<file path="src/rtl/pump_ctrl.sv">
// Tank pump controller: hysteresis start/stop on a strobed level, with minimum
// on-time, post-stop lockout, dry-run fault detection and level alarms.
module pump_ctrl #(
  parameter int unsigned LOW_TH      = 64,
  parameter int unsigned HIGH_TH     = 192,
  parameter int unsigned MIN_ON      = 1000,
  parameter int unsigned MIN_OFF     = 1000,
  parameter int unsigned DRY_TIMEOUT = 50000
) (
  input  logic       clk,
  input  logic       rst,
  input  logic [7:0] level,
  input  logic       level_valid,
  input  logic       en,
  input  logic       fault_clr,
  output logic       pump,
  output logic       fault,
  output logic [1:0] state,
  output logic       alarm_low,
  output logic       alarm_high
);

  localparam int unsigned LW = 8;
  localparam int unsigned CW = 32;
  localparam int unsigned XW = CW + 1;

  typedef enum logic [1:0] {
    ST_OFF   = 2'b00,
    ST_RUN   = 2'b01,
    ST_LOCK  = 2'b10,
    ST_FAULT = 2'b11
  } state_t;

  state_t        state_q, state_d;
  logic [LW-1:0] lvl_q, lvl_d;
  logic [LW-1:0] ref_q, ref_d;
  logic [CW-1:0] on_q, on_d;
  logic [CW-1:0] dry_q, dry_d;
  logic [CW-1:0] off_q, off_d;
  logic          rise, low_hit, high_hit, on_done, dry_last, off_last;

  function automatic logic [CW-1:0] sat_inc(input logic [CW-1:0] c);
    return (c == '1) ? c : c + CW'(1);
  endfunction

  // Next-state and counter logic; lvl_d doubles as the compared level.
  always_comb begin
    state_d = state_q;
    ref_d   = ref_q;
    on_d    = on_q;
    dry_d   = dry_q;
    off_d   = off_q;
    lvl_d   = level_valid ? level : lvl_q;

    rise     = level_valid && (level > ref_q);
    low_hit  = level_valid && (CW'(level) <= LOW_TH);
    high_hit = CW'(lvl_d) >= HIGH_TH;
    on_done  = on_q >= MIN_ON;
    dry_last = (XW'(dry_q) + XW'(1)) >= XW'(DRY_TIMEOUT);
    off_last = (XW'(off_q) + XW'(1)) >= XW'(MIN_OFF);

    case (state_q)
      ST_OFF: begin
        if (en && low_hit) begin
          state_d = ST_RUN;
          on_d    = '0;
          dry_d   = '0;
          ref_d   = level;
        end
      end
      ST_RUN: begin
        on_d = on_done ? on_q : sat_inc(on_q);
        if (rise) begin
          ref_d = level;
          dry_d = '0;
        end else begin
          dry_d = sat_inc(dry_q);
        end
        // Enable loss beats a dry fault, which beats a normal high-level stop.
        if (!en) begin
          state_d = ST_LOCK;
          off_d   = '0;
        end else if (!rise && dry_last) begin
          state_d = ST_FAULT;
        end else if (high_hit && on_done) begin
          state_d = ST_LOCK;
          off_d   = '0;
        end
      end
      ST_LOCK: begin
        off_d = sat_inc(off_q);
        if (off_last) begin
          state_d = ST_OFF;
        end
      end
      ST_FAULT: begin
        if (fault_clr) begin
          state_d = ST_LOCK;
          off_d   = '0;
        end
      end
    endcase
  end

  // State, counters and registered output decode.
  always_ff @(posedge clk) begin
    if (rst) begin
      state_q    <= ST_OFF;
      lvl_q      <= '0;
      ref_q      <= '0;
      on_q       <= '0;
      dry_q      <= '0;
      off_q      <= '0;
      pump       <= 1'b0;
      fault      <= 1'b0;
      state      <= 2'b00;
      alarm_low  <= 1'b1;
      alarm_high <= 1'b0;
    end else begin
      state_q    <= state_d;
      lvl_q      <= lvl_d;
      ref_q      <= ref_d;
      on_q       <= on_d;
      dry_q      <= dry_d;
      off_q      <= off_d;
      pump       <= (state_d == ST_RUN);
      fault      <= (state_d == ST_FAULT);
      state      <= state_d;
      alarm_low  <= (lvl_d == '0);
      alarm_high <= (lvl_d == '1);
    end
  end

endmodule

</file>
<file path="config.mk">
export PLATFORM = sky130hd
export DESIGN_NAME = pump_ctrl
export DESIGN_NICKNAME = d
export VERILOG_FILES = /design/src/rtl/pump_ctrl.sv
export SDC_FILE = /design/constraint.sdc
export NUM_CORES = 1
export LEC_CHECK = 0
export ABC_AREA = 1
export BUFFER_PORTS_ARGS = -buffer_cell sky130_fd_sc_hd__buf_2
export CAP_MARGIN = 20
export CORE_MARGIN = 2
export CORE_UTILIZATION = 55
export DETAILED_ROUTE_END_ITERATION = 10
export PLACE_DENSITY = 0.83
export SLEW_MARGIN = 20
export SYNTH_ARGS = -nofsm -noshare
export SYNTH_HDL_FRONTEND = slang
export SYNTH_SLANG_ARGS = --single-unit
</file>
<file path="constraint.sdc">
create_clock -name clk -period 2 [get_ports clk]
set_input_delay 0.3 -clock clk [delete_from_list [all_inputs] [get_ports clk]]
set_output_delay 0.3 -clock clk [all_outputs]
set_load 0.02 [all_outputs]
</file>
==> reports/metrics.cfg <==
[place]
hpwl_um = 13300
placed_cells_incl_taps = 1402
io_buffers = 18
placed_cell_area_sq_um = 8380
place_congestion = 0.990

[floorplanning]
die_x_um = 117
total_die_area_sq_um = 13700
core_area_sq_um = 12600
i_o_pins = 19
die_h_um = 117
floorplan.rows = 41
initial_core_util_pct = 56.0

[clock_network]
worstSkewPairLatency_ns = 0.43
clock-sinks = 118
ctsHoldBuffers = 0
cts_htree_levels = 4
cts.path.max_buffers = 2
tritoncts = done
clockRootBuffer = sky130_fd_sc_hd__clkbuf_16
clkSlewWorstSetupHoldPaths_ns = 0.07
cts_buffers = 17

[route]
detail_route.iter0.violations = 1488
via_per_instance_ratio = 6.35
postRouteAntennaNets = 0
route.vias.total = 9243
drt-total-wl_um = 30500
detail_route.drc_violations = 1
avgRoutedWirePerCell_um = 20.9
drtPass1Iterations = 11

[synthesis]
netlist.top_cell.by_area = sky130_fd_sc_hd__dfxtp_1
synth_top_cell_area_share_pct = 33.6
xor_xnor_share_of_the_synthesized_area_pct = 3.73
post_synth_main_area_contributors = sky130_fd_sc_hd__dfxtp_1, sky130_fd_sc_hd__nand2_1, sky130_fd_sc_hd__nor2_1
synth-simple-area-share_pct = 43.0
netlist_top_cells_count = sky130_fd_sc_hd__nand2_1, sky130_fd_sc_hd__nor2_1, sky130_fd_sc_hd__dfxtp_1
post_synth_instance_area_sq_um = 7040
yosys.cell_count.top_type = sky130_fd_sc_hd__nand2_1
post_synthesis_mean_instance_area_sq_um = 6.35
ys.flop_type = sky130_fd_sc_hd__dfxtp_1
arithmetic_cell_share_of_the_synthesized_area_counting_full_adders_half_adders_and_majority_gates_pct = 2.13
ys_warn_count = 0
post_synth_mux_area_share_pct = 0.427
synth_top_family_by_area = simple AND/OR/NAND/NOR gates
synth.yosys.seq_area_share_pct = 33.6
netlist-cell-type-count = 39
mappedNetlistNets = 1133
netlist_instances = 1108
synth_compound_area_share_pct = 8.95
ys_ff_latch = 118
synthArstFlopShare_pct = 0
number_of_enable_type_register_cells_in_the_synthesized_netlist = 0

[sta]
worst-slew-pin-transition_ns = 0.905
finalSetupViolations = 101
timing.hold.ws_ns = 0.307
finClkSkew_ns = 0.0125
timing.final.ws_setup_ns = -1.13
timing.final.crit_share_pct = 157
max_freq_mhz = 319
fin_setup_tns_ns = -46.53
final-hold-violation-count = 0
setup_repair_after_global_routing_missed_its_margin = true
finalMaxSlewViolations = 0
finalWorstPathRequiredPeriod_ns = 3.13
slew_headroom_pct = 39.7

[global_route]
globalRoute.totalOverflow = 0
met1_usage_pct = 38.9
grt_util_met2_pct = 54.9
grt_usage_pct = 32.4
globalRouteMet3Util_pct = 8.14
antenna_found_initial = 0
grt_max_degree = 65
first_global_vias = 7603
grt_most_used_layer = met2
grt_pass1_wl_um = 35100

[status]
violations = design-rule violations, negative setup slack
run_status = finished, violations left

[setup_path]
worstPathArrival_ns = 3.50
regToRegSetupSlack_ns = -1.13
crit_path_max_fanout = 8
startpoint_type = register
critPathKind = reg2reg
required_ns = 2.37
cell_count_of_the_worst_reg_to_reg_path = 18
reg2reg_to = off_q[1]$_SDFFE_PP0P_
critPathCaptureType = register
r2r_start = dry_q[13]$_SDFFE_PP0P_

[cells_and_area]
layout.filler_cells = 671
drive_above_1_share_pct = 29.8
finish.cell_count_without_fillers = 1455
antennaDiodeCount = 0
layout-area-overhead-vs-synth_pct = 42.6
design_area_sq_um = 10000
nNetsFinal = 1295

[min_path]
min-delay-path-class = in2reg
holdPathStages = 3
hold_end = ref_q[2]$_SDFFE_PP0P_
hold_start = level[2]

[pwr]
design_power_total_mw = 7.19
power_density_nw_per_um2 = 717
power.static_leakage_nw = 4.14
vdd_ir_drop_max_v = 0.000922

[flow_run]
drv_cap = 0

-- state kept, by name, summed over array words and instances, names as in the netlist --
name        flops
alarm_low       1
lvl_q           8
off_q          32
ref_q           8
alarm_high      1
state_q         2
fault           1
pump            1
dry_q          32
on_q           32
-- cell families (layout without fill, tap and decap cells) --
family | after synthesis | count (layout)
buf+inv | 139 | 314
simple gates | 690 | 690
fa+ha+maj | 12 | 12
flops | 118 | 118
mux | 3 | 3
compound gates | 116 | 116
xor+xnor | 30 | 30
-- where the power goes --
group	internal (mW)	switching [mW]
registers	2.46	0.102
clock network	2.03	1.31
logic	0.524	0.772
total	5.01	2.18
-- per-layer routing --
layer / share of wire (%) / vias to the layer above / wire length, um
met3: 12 / 346 / 3720
met2: 44 / 883 / 13500
met5: 0 / - / 0
met1: 34 / 4118 / 10400
met4: 9.2 / 0 / 2810
li1: - / 3896 / -
-- worst max-delay path by stage --
stage	slack (ns)	cells after the start	endpoint	from
finish	-1.13	18	off_q[1]$_SDFFE_PP0P_	dry_q[13]$_SDFFE_PP0P_
global route	-1.17	18	off_q[1]$_SDFFE_PP0P_	dry_q[13]$_SDFFE_PP0P_
CTS	-0.34	18	off_q[1]$_SDFFE_PP0P_	dry_q[1]$_SDFFE_PP0P_
detailed placement	-0.34	18	off_q[1]$_SDFFE_PP0P_	dry_q[1]$_SDFFE_PP0P_
global placement	-0.25	17	off_q[1]$_SDFFE_PP0P_	dry_q[1]$_SDFFE_PP0P_
floorplan	-0.03	17	off_q[19]$_SDFFE_PP0P_	dry_q[1]$_SDFFE_PP0P_
-- cell usage in the layout (no fill, tap or decap), types with 18 or more instances in the layout --
master                        n
sky130_fd_sc_hd__xor2_1      19
sky130_fd_sc_hd__buf_4      135
sky130_fd_sc_hd__nand2_1    292
sky130_fd_sc_hd__nand3_2     34
sky130_fd_sc_hd__nand2_2     21
sky130_fd_sc_hd__a21oi_2     26
sky130_fd_sc_hd__inv_1       95
sky130_fd_sc_hd__nor3_1      19
sky130_fd_sc_hd__nand3_1     75
sky130_fd_sc_hd__clkbuf_16   24
sky130_fd_sc_hd__a21oi_1     53
sky130_fd_sc_hd__nor2_1     149
sky130_fd_sc_hd__dfxtp_1    111
sky130_fd_sc_hd__buf_2       18
-- critical path, stage by stage, from the launching register on --
cell                      delay (ns)
sky130_fd_sc_hd__dfxtp_1        0.47
sky130_fd_sc_hd__nand2_1        0.19
sky130_fd_sc_hd__nor2_2         0.33
sky130_fd_sc_hd__nand2_1        0.21
sky130_fd_sc_hd__nor2_1         0.22
sky130_fd_sc_hd__nand2_1        0.12
sky130_fd_sc_hd__nand2_1        0.10
sky130_fd_sc_hd__nand2_1        0.09
sky130_fd_sc_hd__nor2_1         0.14
sky130_fd_sc_hd__nand3_1        0.09
sky130_fd_sc_hd__nor2_1         0.13
sky130_fd_sc_hd__nand3_2        0.13
sky130_fd_sc_hd__nand4_4        0.13
sky130_fd_sc_hd__buf_12         0.16
sky130_fd_sc_hd__buf_12         0.14
sky130_fd_sc_hd__nand2_1        0.09
sky130_fd_sc_hd__nand2_1        0.10
sky130_fd_sc_hd__nand2_1        0.08
sky130_fd_sc_hd__nor2_1         0.13
-- per-stage QoR --
step | setup WS, ns | util, %
floorplan | -0.0327 | -
global placement | -0.254 | 66.7
detailed placement | -0.345 | 66.7
CTS | -0.342 | 73.3
global route | -1.17 | 79.8
finish | -1.13 | 79.8
-- cell type report --
cell class / count / area [sq um] / share of cell area [%]
flip-flops and latches: 118 / 2380 / 23.7
well taps: 172 / 215 / 2.15
multi-input cells: 851 / 4790 / 47.8
clock buffers: 18 / 439 / 4.38
clock inverters: 14 / 186 / 1.86
repair buffers: 182 / 1650 / 16.4
inverters: 100 / 377 / 3.75
-- what timing repair did --
| action | 4_1_cts | 5_1_grt |
|---|---|---|
| setup endpoints to repair | 77 | 97 |
| pin swaps | 5 | 33 |
| buffers inserted | 3 | 8 |
| cloned | 2 | 9 |
| gates resized for setup | 30 | 143 |
Power figures use the tool's default switching activity.
